`src/rtl/axil_reg_slave.sv`:
```
`default_nettype none
// ============================================================================
// axil_reg_slave: AXI4-Lite control-register responder feeding the command decoder.
// Rev 1.0 -- define AXIL_WSTRB_EN to honour write byte strobes (default: full-word writes).
// ============================================================================
module axil_reg_slave #(
  parameter int                      AXIL_DATA_WIDTH = 64,
  parameter int                      AXIL_ADDR_WIDTH = 32,
  parameter int                      NUM_REGISTER    = 6,
  parameter logic [NUM_REGISTER-1:0] RO_MASK         = 6'b100000
) (
  input  logic                                    clk,
  input  logic                                    rst_n,
  input  logic [AXIL_ADDR_WIDTH-1:0]              s_axil_awaddr,
  input  logic                                    s_axil_awvalid,
  output logic                                    s_axil_awready,
  input  logic [AXIL_DATA_WIDTH-1:0]              s_axil_wdata,
  input  logic [AXIL_DATA_WIDTH/8-1:0]            s_axil_wstrb,
  input  logic                                    s_axil_wvalid,
  output logic                                    s_axil_wready,
  output logic [1:0]                              s_axil_bresp,
  output logic                                    s_axil_bvalid,
  input  logic                                    s_axil_bready,
  input  logic [AXIL_ADDR_WIDTH-1:0]              s_axil_araddr,
  input  logic                                    s_axil_arvalid,
  output logic                                    s_axil_arready,
  output logic [AXIL_DATA_WIDTH-1:0]              s_axil_rdata,
  output logic [1:0]                              s_axil_rresp,
  output logic                                    s_axil_rvalid,
  input  logic                                    s_axil_rready,
  output logic [AXIL_DATA_WIDTH*NUM_REGISTER-1:0] slv_reg_down,
  input  logic [AXIL_DATA_WIDTH*NUM_REGISTER-1:0] slv_reg_up,
  output logic [$clog2(NUM_REGISTER)-1:0]         access_addr,
  output logic                                    write_valid
);

  localparam int               IDX_W       = $clog2(NUM_REGISTER);
  localparam logic [IDX_W:0]   IDX_LIMIT   = (IDX_W+1)'(NUM_REGISTER);
  localparam logic [1:0]       RESP_OKAY   = 2'b00;
  localparam logic [1:0]       RESP_SLVERR = 2'b10;

  typedef enum logic [1:0] {WR_IDLE = 2'd0, WR_COMMIT = 2'd1, WR_RESP = 2'd2} wr_state_e;
  typedef enum logic       {RD_IDLE = 1'b0, RD_DATA = 1'b1} rd_state_e;

  wr_state_e                  wr_state_q;
  rd_state_e                  rd_state_q;
  logic                       aw_held_q, w_held_q;
  logic [IDX_W-1:0]           wr_idx_q;
  logic [AXIL_DATA_WIDTH-1:0] wr_data_q;
`ifdef AXIL_WSTRB_EN
  logic [AXIL_DATA_WIDTH/8-1:0] wr_strb_q;
`endif
  logic [AXIL_DATA_WIDTH-1:0] reg_q [NUM_REGISTER];
  logic                       awready_q, wready_q, bvalid_q, arready_q, rvalid_q;
  logic [1:0]                 bresp_q, rresp_q;
  logic [AXIL_DATA_WIDTH-1:0] rdata_q;
  logic [IDX_W-1:0]           access_addr_q;
  logic                       write_valid_q;

  logic                       aw_fire, w_fire, ar_fire;
  logic                       aw_held_d, w_held_d;
  logic [IDX_W-1:0]           ar_idx;
  logic                       wr_in_range, ar_in_range;
  logic [AXIL_DATA_WIDTH-1:0] wr_word_d, rd_word_d;
  logic                       unused_ok;

  assign aw_fire     = s_axil_awvalid & awready_q;
  assign w_fire      = s_axil_wvalid & wready_q;
  assign ar_fire     = s_axil_arvalid & arready_q;
  assign aw_held_d   = aw_held_q | aw_fire;
  assign w_held_d    = w_held_q | w_fire;
  assign ar_idx      = s_axil_araddr[3 +: IDX_W];
  assign wr_in_range = {1'b0, wr_idx_q} < IDX_LIMIT;
  assign ar_in_range = {1'b0, ar_idx} < IDX_LIMIT;

  always_comb begin
    rd_word_d = '0;
    for (int i = 0; i < NUM_REGISTER; i++) begin
      if (ar_idx == IDX_W'(i)) begin
        rd_word_d = RO_MASK[i] ? slv_reg_up[i*AXIL_DATA_WIDTH +: AXIL_DATA_WIDTH] : reg_q[i];
      end
    end
`ifdef AXIL_WSTRB_EN
    wr_word_d = '0;
    for (int i = 0; i < NUM_REGISTER; i++) begin
      if (wr_idx_q == IDX_W'(i)) wr_word_d = reg_q[i];
    end
    for (int k = 0; k < AXIL_DATA_WIDTH/8; k++) begin
      if (wr_strb_q[k]) wr_word_d[k*8 +: 8] = wr_data_q[k*8 +: 8];
    end
`else
    wr_word_d = wr_data_q;
`endif
  end

  // Storage, write_valid and access_addr all change on the edge leaving WR_COMMIT,
  // so the decoder sees the new image in the same cycle as the pulse.
  always_ff @(posedge clk or negedge rst_n) begin
    if (!rst_n) begin
      wr_state_q    <= WR_IDLE;
      aw_held_q     <= 1'b0;
      w_held_q      <= 1'b0;
      wr_idx_q      <= '0;
      wr_data_q     <= '0;
`ifdef AXIL_WSTRB_EN
      wr_strb_q     <= '0;
`endif
      awready_q     <= 1'b0;
      wready_q      <= 1'b0;
      bvalid_q      <= 1'b0;
      bresp_q       <= RESP_OKAY;
      write_valid_q <= 1'b0;
      access_addr_q <= '0;
      for (int i = 0; i < NUM_REGISTER; i++) reg_q[i] <= '0;
    end else begin
      write_valid_q <= 1'b0;
      case (wr_state_q)
        WR_IDLE: begin
          if (aw_fire) wr_idx_q <= s_axil_awaddr[3 +: IDX_W];
          if (w_fire) begin
            wr_data_q <= s_axil_wdata;
`ifdef AXIL_WSTRB_EN
            wr_strb_q <= s_axil_wstrb;
`endif
          end
          if (aw_held_d && w_held_d) begin
            wr_state_q <= WR_COMMIT;
            awready_q  <= 1'b0;
            wready_q   <= 1'b0;
          end else begin
            awready_q  <= ~aw_held_d;
            wready_q   <= ~w_held_d;
          end
          aw_held_q <= aw_held_d;
          w_held_q  <= w_held_d;
        end
        WR_COMMIT: begin
          aw_held_q  <= 1'b0;
          w_held_q   <= 1'b0;
          bvalid_q   <= 1'b1;
          wr_state_q <= WR_RESP;
          if (wr_in_range) begin
            for (int i = 0; i < NUM_REGISTER; i++) begin
              if (wr_idx_q == IDX_W'(i)) reg_q[i] <= wr_word_d;
            end
            write_valid_q <= 1'b1;
            access_addr_q <= wr_idx_q;
            bresp_q       <= RESP_OKAY;
          end else begin
            bresp_q       <= RESP_SLVERR;
          end
        end
        WR_RESP: begin
          if (s_axil_bready) begin
            bvalid_q   <= 1'b0;
            awready_q  <= 1'b1;
            wready_q   <= 1'b1;
            wr_state_q <= WR_IDLE;
          end
        end
        default: wr_state_q <= WR_IDLE;
      endcase
    end
  end

  always_ff @(posedge clk or negedge rst_n) begin
    if (!rst_n) begin
      rd_state_q <= RD_IDLE;
      arready_q  <= 1'b0;
      rvalid_q   <= 1'b0;
      rdata_q    <= '0;
      rresp_q    <= RESP_OKAY;
    end else begin
      case (rd_state_q)
        RD_IDLE: begin
          if (ar_fire) begin
            rdata_q    <= rd_word_d;
            rresp_q    <= ar_in_range ? RESP_OKAY : RESP_SLVERR;
            rvalid_q   <= 1'b1;
            arready_q  <= 1'b0;
            rd_state_q <= RD_DATA;
          end else begin
            arready_q  <= 1'b1;
          end
        end
        RD_DATA: begin
          if (s_axil_rready) begin
            rvalid_q   <= 1'b0;
            arready_q  <= 1'b1;
            rd_state_q <= RD_IDLE;
          end
        end
        default: rd_state_q <= RD_IDLE;
      endcase
    end
  end

  for (genvar g = 0; g < NUM_REGISTER; g++) begin : g_flat
    assign slv_reg_down[g*AXIL_DATA_WIDTH +: AXIL_DATA_WIDTH] = reg_q[g];
  end

  assign s_axil_awready = awready_q;
  assign s_axil_wready  = wready_q;
  assign s_axil_bvalid  = bvalid_q;
  assign s_axil_bresp   = bresp_q;
  assign s_axil_arready = arready_q;
  assign s_axil_rvalid  = rvalid_q;
  assign s_axil_rdata   = rdata_q;
  assign s_axil_rresp   = rresp_q;
  assign access_addr    = access_addr_q;
  assign write_valid    = write_valid_q;

`ifdef AXIL_WSTRB_EN
  assign unused_ok = ^{s_axil_awaddr, s_axil_araddr};
`else
  assign unused_ok = ^{s_axil_awaddr, s_axil_araddr, s_axil_wstrb};
`endif

endmodule
`default_nettype wire

```
`config.mk`:
```
export PLATFORM = sky130hd
export DESIGN_NAME = axil_reg_slave
export DESIGN_NICKNAME = d
export VERILOG_FILES = /design/src/rtl/axil_reg_slave.sv
export SDC_FILE = /design/constraint.sdc
export NUM_CORES = 1
export LEC_CHECK = 0
export CAP_MARGIN = 30
export CORE_AREA = 2 2 385 387
export CTS_BUF_LIST = sky130_fd_sc_hd__clkbuf_8
export DETAILED_ROUTE_END_ITERATION = 6
export DIE_AREA = 0 0 387 389
export HOLD_SLACK_MARGIN = 0.15
export SLEW_MARGIN = 10
export SYNTH_ARGS = -nofsm -noshare
export SYNTH_HDL_FRONTEND = slang
export SYNTH_SLANG_ARGS = --single-unit
```
`constraint.sdc`:
```
create_clock -name clk -period 2.5 [get_ports clk]
set_input_delay 0.75 -clock clk [delete_from_list [all_inputs] [get_ports clk]]
set_output_delay 0.75 -clock clk [all_outputs]
set_load 0.01 [all_outputs]
```
==> flow_summary_export.csv, run 1 <==
group,metric,value,unit
timing,hold_violations,0,
synthesis,synth_area_leaders,"dfrtp_1 57%, mux2_2 19%, mux2_4 3.8%",
global_routing,grt_overflow,0,
job,cap_violations,0,
synthesis,synth_xor_xnor_area_share,0,%
worst_setup_path,cp-end-kind,"output pin",
timing,fin_skew,0.0468,ns
worst_setup_path,r2r-end,"slv_reg_down[191]$_DFFE_PN0P_",
timing,setup_violations,0,
worst_setup_path,crit_fanout,2,
layout,fin_cells,4294,
timing,worst_pin_slew,0.609,ns
synthesis,synthMuxAreaShare,28.5,%
timing,max_freq,0.421,GHz
global_routing,grt_usage,12.6,%
placed_design,hpwl,70700,um
worst_setup_path,reg2regPathDepth,4,
detailed_routing,ant_nets,0,
worst_setup_path,worstSetupPathType,"reg -> out",
global_routing,grt_pass1_wl,138000,um
synthesis,synth.avg_cell_area,14.6,um2
worst_hold_path,hold_path.class,"in -> reg",
clock_tree,cts_made_buffers,98,
detailed_routing,dr_total_vias,16900,
synthesis,yosys_warnings,0,
worst_setup_path,crit_required,1.75,ns
synthesis,synth-compound-area-share,4.85,%
synthesis,ys_ff_latch,531,
worst_setup_path,regToRegSetupSlack,0.48,ns
placed_design,dp.cells,4112,
worst_setup_path,cp_num_buf_inv,1,
floorplan,start_util,16.0,%
synthesis,syn-instance-count,1609,
floorplan,rows,141,
worst_setup_path,cp-startpoint,"slv_reg_down[371]$_DFFE_PN0P_",
clock_tree,root_buffer,"clkbuf_8",
global_routing,antenna_found_initial,15,
clock_tree,cts_tree,"yes",
floorplan,dieWidth,387,um
worst_setup_path,crit_path_max_incr_delay,0.53,ns
layout,area_growth,45.7,%
timing,max-slew-margin-rel,59.4,%
pwr,cellLeakagePower,15.9,nW
detailed_routing,viasPerCell,3.94,
timing,min_period,2.38,ns
layout,drive_above_1_share,31.3,%
pwr,ir_worst_vdd,0.605,mV
placed_design,gp_congestion,0.795,
floorplan,die_area,0.151,mm2
worst_hold_path,whs_path_depth,3,
worst_setup_path,endpoint,"slv_reg_down[371]",
floorplan,core_area,0.147,mm2
worst_setup_path,slowest_stage,"clkdlybuf4s50_1",
synthesis,synthAdderAreaFrac,0,%
synthesis,synth.distinct_cells,35,
pwr,cellPowerDensity,1220,mW/mm2
synthesis,yosys.area_share.simple,6.71,%
floorplan,pin_count,988,
worst_setup_path,crit_family,"buffers and inverters",
clock_tree,clk_pin_slew,0.06,ns
detailed_routing,drcViolationCount,0,
synthesis,yosysTopAreaCellShare,56.7,%
clock_tree,clock_latency,0.78,ns
worst_setup_path,startpoint_type,"flop",
timing,slew_violations,0,
worst_setup_path,crit_chain,"clkdlybuf4s50_1",
detailed_routing,wl_per_cell,22.6,um
layout,fin_nets,2813,
global_routing,grt_max_degree,65,
clock_tree,clock_path_buffers,3,
floorplan,die_height,389,um
layout,final_util,23.3,%
worst_setup_path,path_depth,1,
timing,finalCritPeriodShare,95.1,%
clock_tree,cts_max_level,3,
timing,setup_slack,0.123,ns
run_status,status,"complete, no violations",
detailed_routing,wirelength,96900,um
worst_setup_path,arrival,1.63,ns
worst_setup_path,r2r-start,"wr_state_q[0]$_DFFE_PN0P_",
synthesis,yosysSeqAreaShare,56.7,%
clock_tree,cts.sinks,531,
synthesis,synth_top_family_by_area,"multiplexers",
synthesis,netlist_area,0.0234,mm2
detailed_routing,drt_iter0_markers,747,
timing,finalSetupTns,0,ns
synthesis,yosysTopAreaCell,"dfrtp_1",
detailed_routing,drtPass1Iterations,5,
layout,fill_cells,15700,
timing,rsz0062_at_grt,"false",
timing,whs,0.465,ns
global_routing,grt_pass1_vias,18400,
placed_design,dp_slack,-0.0613,ns
placed_design,io_buffers,599,
stage by stage:
step / area, um2 / total power [mW]
after floorplan: 23400 / 23.4
after global placement: 32500 / 35.1
after detailed placement: 32500 / 35.4
after CTS: 34100 / 42.4
after global routing: 34100 / 44.3
final: 34100 / 41.7
routing by layer:
metal / up-vias / GRT usage (%) / wire length (um)
met2: 662 / 19.1 / 42200
met1: 8688 / 15.9 / 42300
met3: 180 / 5.35 / 9400
li1: 7376 / - / -
met5: - / 0 / 69
met4: 12 / 4.67 / 2990
cell families (layout without fill, tap and decap cells):
family / Yosys count / after routing
AO/OA/AOI/OAI: 144 / 144
other: 1 / 7
buffers and inverters: 133 / 882
flip-flops: 531 / 531
multiplexers: 580 / 580
AND/OR/NAND/NOR: 220 / 220
worst min-delay path by stage:
stage | startpoint | to | slack [ns]
6_report | s_axil_araddr[3] | s_axil_rdata[0]$_DFFE_PN0P_ | 0.46
5_1_grt | s_axil_araddr[3] | s_axil_rdata[0]$_DFFE_PN0P_ | 0.41
4_1_cts | s_axil_araddr[3] | s_axil_rdata[0]$_DFFE_PN0P_ | 0.34
3_5_place_dp | rd_state_q$_DFF_PN0_ | s_axil_rvalid$_DFFE_PN0P_ | 0.47
3_3_place_gp | rd_state_q$_DFF_PN0_ | s_axil_rvalid$_DFFE_PN0P_ | 0.45
2_1_floorplan | rd_state_q$_DFF_PN0_ | s_axil_rvalid$_DFFE_PN0P_ | 0.44
placed cells by master, fill, tap and decap left out, types with 60 or more instances in the layout:
| cell | n |
|---|---|
| buf_4 | 64 |
| a211oi_1 | 64 |
| mux2_1 | 66 |
| nor3b_1 | 64 |
| dlygate4sd2_1 | 445 |
| mux2_4 | 60 |
| mux2_2 | 390 |
| o221ai_1 | 64 |
| clkbuf_8 | 126 |
| dfrtp_1 | 525 |
| nand2_1 | 68 |
| mux2i_1 | 64 |
| clkdlybuf4s50_1 | 140 |
| nor4bb_1 | 65 |
synthesized netlist by cell type (all sizes together):
cell	number
a211oi	64
a21o	2
a21oi	8
and3	1
and3b	2
buf	78
clkbuf	51
conb	1
dfrtp	531
inv	4
mux2	516
mux2i	64
nand2	68
nand2b	3
nand3	2
nand3b	2
nor2	7
nor2b	2
nor3b	66
nor4	1
nor4bb	65
o21a	2
o21ai	2
o221ai	64
o22ai	1
o32a	1
or3b	1
power by group:
| group | total [mW] | leakage, nW | switching (mW) | internal (mW) |
|---|---|---|---|---|
| clock network | 9.16 | 1.17 | 3.96 | 5.20 |
| logic | 15.9 | 8.02 | 7.50 | 8.38 |
| registers | 16.7 | 6.69 | 4.04 | 12.7 |
cell type report:
type / instances / area, um2 / share of cell area [%]
Sequential cell: 531 / 13300 / 38.9
Multi-Input combinational cell: 946 / 9440 / 27.6
Timing Repair Buffer: 705 / 6830 / 20.0
Tap cell: 1930 / 2410 / 7.07
Clock buffer: 125 / 1720 / 5.04
Clock inverter: 48 / 414 / 1.21
Inverter: 4 / 15.0 / 0.0440
Antenna cell: 5 / 12.5 / 0.0367
registers in the layout, indices dropped and copies added (netlist names), 2 cells and up:
register and count:
slv_reg_down 384, s_axil_rdata 64, wr_data_q 64, access_addr 3
wr_idx_q 3, wr_state_q 2
timing repair:
action	CTS	global route
hold buffers	1	0
hold endpoints to repair	27	0
setup endpoints to repair	449	2
gates resized for setup	460	2
buffers inserted	3	0
Power figures use the tool's default switching activity.
==> run 2: changes to the inputs <==
- SLEW_MARGIN: 10 -> 20
==> results of run 2 <==
No change in the layout: final DEF, timing and power equal those of run 1.
==> run 3: changes to the inputs <==
- MAX_ROUTING_LAYER: not set -> met4
==> run 3 against run 2 <==
Flip-flop and latch count is the same. Combinational power about the same. Final area barely moved. Count of clock-buffer cells in the layout did not move. Utilization is essentially flat. Via count increased by 0.25%.
==> flow_summary_export.csv, run 3 (synthesis results as in run 1) <==
group,metric,value,unit
run_status,status,"complete, no violations",
layout,largest_register_ffs,384,
floorplan,pin_count,988,
clock_tree,cts_made_buffers,98,
placed_design,hpwl,70700,um
job,cap_violations,0,
worst_setup_path,startpoint_type,"flop",
detailed_routing,ant_nets,0,
worst_setup_path,cp-end-kind,"output pin",
worst_setup_path,worstSetupPathType,"reg -> out",
clock_tree,clk_pin_slew,0.06,ns
global_routing,grt_overflow,0,
pwr,cellPowerDensity,1220,mW/mm2
floorplan,dieWidth,387,um
worst_setup_path,crit_path_max_incr_delay,0.49,ns
global_routing,grt_pass1_vias,18400,
worst_setup_path,crit_family,"buffers and inverters",
worst_setup_path,crit_chain,"clkdlybuf4s15_1",
placed_design,io_buffers,599,
timing,whs,0.466,ns
worst_setup_path,crit_fanout,3,
pwr,p_total,41.8,mW
clock_tree,cts.sinks,531,
timing,finalSetupTns,0,ns
detailed_routing,wl_per_cell,22.6,um
worst_setup_path,reg2regPathDepth,4,
floorplan,die_height,389,um
global_routing,antenna_found_initial,16,
detailed_routing,dr_total_vias,17000,
detailed_routing,wirelength,97000,um
timing,worst_pin_slew,0.604,ns
floorplan,start_util,16.0,%
timing,min_period,2.39,ns
placed_design,gp_congestion,0.807,
timing,max_freq,0.419,GHz
worst_hold_path,whs_path_depth,3,
layout,drive_above_1_share,31.3,%
pwr,cellLeakagePower,15.9,nW
floorplan,die_area,0.151,mm2
timing,slew_violations,0,
clock_tree,clock_path_buffers,3,
pwr,ir_worst_vdd,0.608,mV
floorplan,rows,141,
timing,fin_skew,0.0489,ns
timing,hold_violations,0,
worst_hold_path,hold_path.class,"in -> reg",
worst_setup_path,slowest_stage,"clkdlybuf4s15_1",
global_routing,grt_usage,13.0,%
timing,max-slew-margin-rel,59.7,%
detailed_routing,drt_iter0_markers,767,
worst_setup_path,cp_num_buf_inv,1,
detailed_routing,viasPerCell,3.95,
layout,fin_nets,2813,
timing,setup_violations,0,
detailed_routing,drcViolationCount,0,
detailed_routing,drtPass1Iterations,5,
layout,final_common_cell,"dfrtp_1",
timing,finalCritPeriodShare,95.5,%
clock_tree,cts_tree,"yes",
clock_tree,cts_max_level,3,
global_routing,grt_max_degree,65,
worst_setup_path,crit_required,1.75,ns
clock_tree,clock_latency,0.79,ns
layout,final_util,23.3,%
timing,rsz0062_at_grt,"false",
layout,area_growth,45.8,%
floorplan,core_area,0.147,mm2
global_routing,grt_pass1_wl,138000,um
worst_setup_path,arrival,1.64,ns
layout,final_cell_mix,"525 x dfrtp_1, 445 x dlygate4sd2_1, 390 x mux2_2",
worst_setup_path,path_depth,1,
clock_tree,root_buffer,"clkbuf_8",
==> run 3: tightest hold or removal path, stage by stage <==
cell and delay (ns):
buf_8 0.16, mux2i_1 0.10, o221ai_1 0.16
==> run 3: path summary, 6_finish.rpt <==
kind	end	start	slack, ns
hold / removal	s_axil_rdata[0]$_DFFE_PN0P_	s_axil_araddr[3]	0.47
setup / recovery	slv_reg_down[3]	slv_reg_down[3]$_DFFE_PN0P_	0.11
setup reg to reg	slv_reg_down[191]$_DFFE_PN0P_	wr_state_q[0]$_DFFE_PN0P_	0.48
min in group asynchronous	s_axil_rdata[37]$_DFFE_PN0P_	rst_n	0.50
max in group asynchronous	slv_reg_down[24]$_DFFE_PN0P_	rst_n	1.17
hold reg to reg	s_axil_rvalid$_DFFE_PN0P_	rd_state_q$_DFF_PN0_	0.47
==> run 3: power by group <==
group | internal (mW) | switching (mW)
combinational | 8.38 | 7.48
sequential | 12.7 | 4.07
clock | 5.20 | 3.97
==> run 3: repair_timing <==
action | 4_1_cts | 5_1_grt
endpoints found under the setup margin | 449 | 2
gates resized for setup | 460 | 2
hold endpoints to repair | 27 | 0
setup buffers | 3 | 0
hold buffers | 1 | 0
==> run 3: layer usage <==
metal | wire, um | vias up | global-route usage [%]
li1 | - | 7390 | -
met1 | 42800 | 8756 | 15.9
met2 | 42200 | 638 | 19.2
met3 | 8980 | 176 | 5.30
met4 | 3030 | 0 | 4.72
met5 | 0 | - | -
==> run 3: layout make-up <==
cell class              instances  area [um2]
fillers                     15700      112000
flip-flops and latches        531       13300
multi-input cells             946        9440
repair buffers                705        6830
well taps                    1930        2410
clock buffers                 125        1720
clock inverters                48         414
diodes                         10        25.0
inverters                       4        15.0
==> run 3: metrics by stage <==
step,setup slack [ns],area [um2],std cells
after floorplan,0.424,23400,1610
after global placement,-0.0224,32500,4112
after detailed placement,-0.0613,32500,4112
after CTS,0.00265,34100,4289
after global routing,0.00487,34100,4297
final,0.112,34200,4299
==> variant, RTL diff (settings of run 2) <==
Build with the macro `AXIL_WSTRB_EN` defined.
--- a/src/rtl/axil_reg_slave.sv
+++ b/src/rtl/axil_reg_slave.sv
@@ -3,6 +3,8 @@
 // axil_reg_slave: AXI4-Lite control-register responder feeding the command decoder.
 // Rev 1.0 -- define AXIL_WSTRB_EN to honour write byte strobes (default: full-word writes).
 // ============================================================================
+`define AXIL_WSTRB_EN
+
 module axil_reg_slave #(
   parameter int                      AXIL_DATA_WIDTH = 64,
   parameter int                      AXIL_ADDR_WIDTH = 32,
Function: not settled (the Yosys comparison gave no result); the edit may change what the design does.
==> variant against run 2 <==
  * Die area unchanged
  * Total power is 28% higher
  * Critical path depth is 4 higher
  * Register-to-register slack worse by 0.43 ns
  * Wire length up 35%
  * Final area is 16% higher
  * Global-route usage rose by 4.3 points
  * Final cell count increased by 19%
  * Maximum frequency decreased by 2.9%
  * Combinational power grew 74%
  * Sequential cell count increased by 8
  * Worst setup slack got worse by 0.071 ns
  * Synthesized area is 19% higher
==> variant: results (changes against run 2) <==
status -> finished clean (unchanged)
WHS Endpoint -> s_axil_rdata[23]$_DFFE_PN0P_ (was s_axil_rdata[0]$_DFFE_PN0P_)
Critical Path Max Stage Delay -> 0.67 ns (was 0.53 ns)
worst vdd ir -> 0.000601 V (was 0.000605 V)
CP max stage cell -> o41ai_1 (was clkdlybuf4s50_1)
HPWL after detailed placement -> 93.0 mm (was 70.7 mm)
mux cell area share after synthesis -> 0.218 (was 0.285)
mean post-synth cell area -> 11.9 um^2 (was 14.6 um^2)
clk_skew -> 0.0429 ns (was 0.0468 ns)
largest net degree at the start of global routing -> 129 (was 65)
GP Congestion -> 0.866 (was 0.795)
DR iter-0 viols -> 1923 (was 747)
via count -> 24.5k (was 16.9k)
relative slew slack -> 0.355 (was 0.594)
CP max FO -> 32 (was 2)
sequential area share after synthesis -> 0.485 (was 0.567)
Synth top cells by count -> 539 x dfrtp_1, 490 x mux2_2, 158 x o22ai_1 (was 531 x dfrtp_1, 390 x mux2_2, 68 x nand2_1)
layout cells sized above 1 -> 0.349 (was 0.313)
Final nets -> 3631 (was 2813)
nature of the critical path endpoint -> flop (was output port)
Num CTS Buffers -> 102 (was 98)
Area contributors post-synth -> dfrtp_1 49%, mux2_2 20%, o22ai_1 3.6% (was dfrtp_1 57%, mux2_2 19%, mux2_4 3.8%)
Worst path top cell family by delay -> compound AO/OA/AOI/OAI gates (was buffers and inverters)
Total GRT Usage -> 0.169 (was 0.126)
placed cell count -> 4830 (was 4112)
fill count -> 15.5k (was 15.7k)
Yosys cell types -> 48 (was 35)
Synth Area in Compound Gates -> 0.191 (was 0.0485)
routed wire length -> 131 mm (was 96.9 mm)
Worst-Skew Late Latency -> 0.82 ns (was 0.78 ns)
setup slack after layout -> 0.0516 ns (was 0.123 ns)
worst endpoint data arrival time -> 3.19 ns (was 1.63 ns)
initial antenna violation count -> 16 (was 15)
crit path from -> wr_idx_q[1]$_DFFE_PN0P_ (was slv_reg_down[371]$_DFFE_PN0P_)
Vias/cell -> 4.78 (was 3.94)
worst r2r src -> wr_idx_q[1]$_DFFE_PN0P_ (was wr_state_q[0]$_DFFE_PN0P_)
DP Area -> 0.0373 mm^2 (was 0.0325 mm^2)
P_seq -> 17.2 mW (was 16.7 mW)
Pleak -> 17.7 nW (was 15.9 nW)
vias in the first global route -> 24.7k (was 18.4k)
hold path startpoint -> s_axil_araddr[4] (was s_axil_araddr[3])
P_comb -> 27.7 mW (was 15.9 mW)
reg2reg end -> slv_reg_down[183]$_DFFE_PN0P_ (was slv_reg_down[191]$_DFFE_PN0P_)
worst reg-to-reg path cell count -> 5 (was 4)
I/O Buffers -> 607 (was 599)
[variant: cell count changes in the layout (fill, tap and decap cells not counted), sizes merged, moves of 65 or more]
cell,before,now
buf,113,275
o21ai,2,115
o22ai,1,158
nor4bb,65,0
a21oi,8,118
nor2,7,74
[variant: area by class of cell]
cell class / instances / share of cell area
Antenna cell: 10 / 0.000631
Clock buffer: 125 / 0.0434
Clock inverter: 52 / 0.00706
Inverter: 7 / 0.000914
Multi-Input combinational cell: 1575 / 0.336
Sequential cell: 539 / 0.342
Tap cell: 1930 / 0.0609
Timing Repair Buffer: 879 / 0.209
[variant: repair_timing]
action / 4_1_cts / 5_1_grt
gates cloned: 0 / 0
pin swaps: 0 / 1
gates resized for setup: 531 / 9
hold buffers: 1 / 0
setup endpoints to repair: 458 / 29
hold endpoints to repair: 24 / 0
setup buffers: 99 / 0
[variant: per-layer routing]
layer	track usage	part of all wire
met5	0	0.00040
met4	0.0628	0.036
met3	0.0457	0.079
met2	0.268	0.45
met1	0.219	0.43
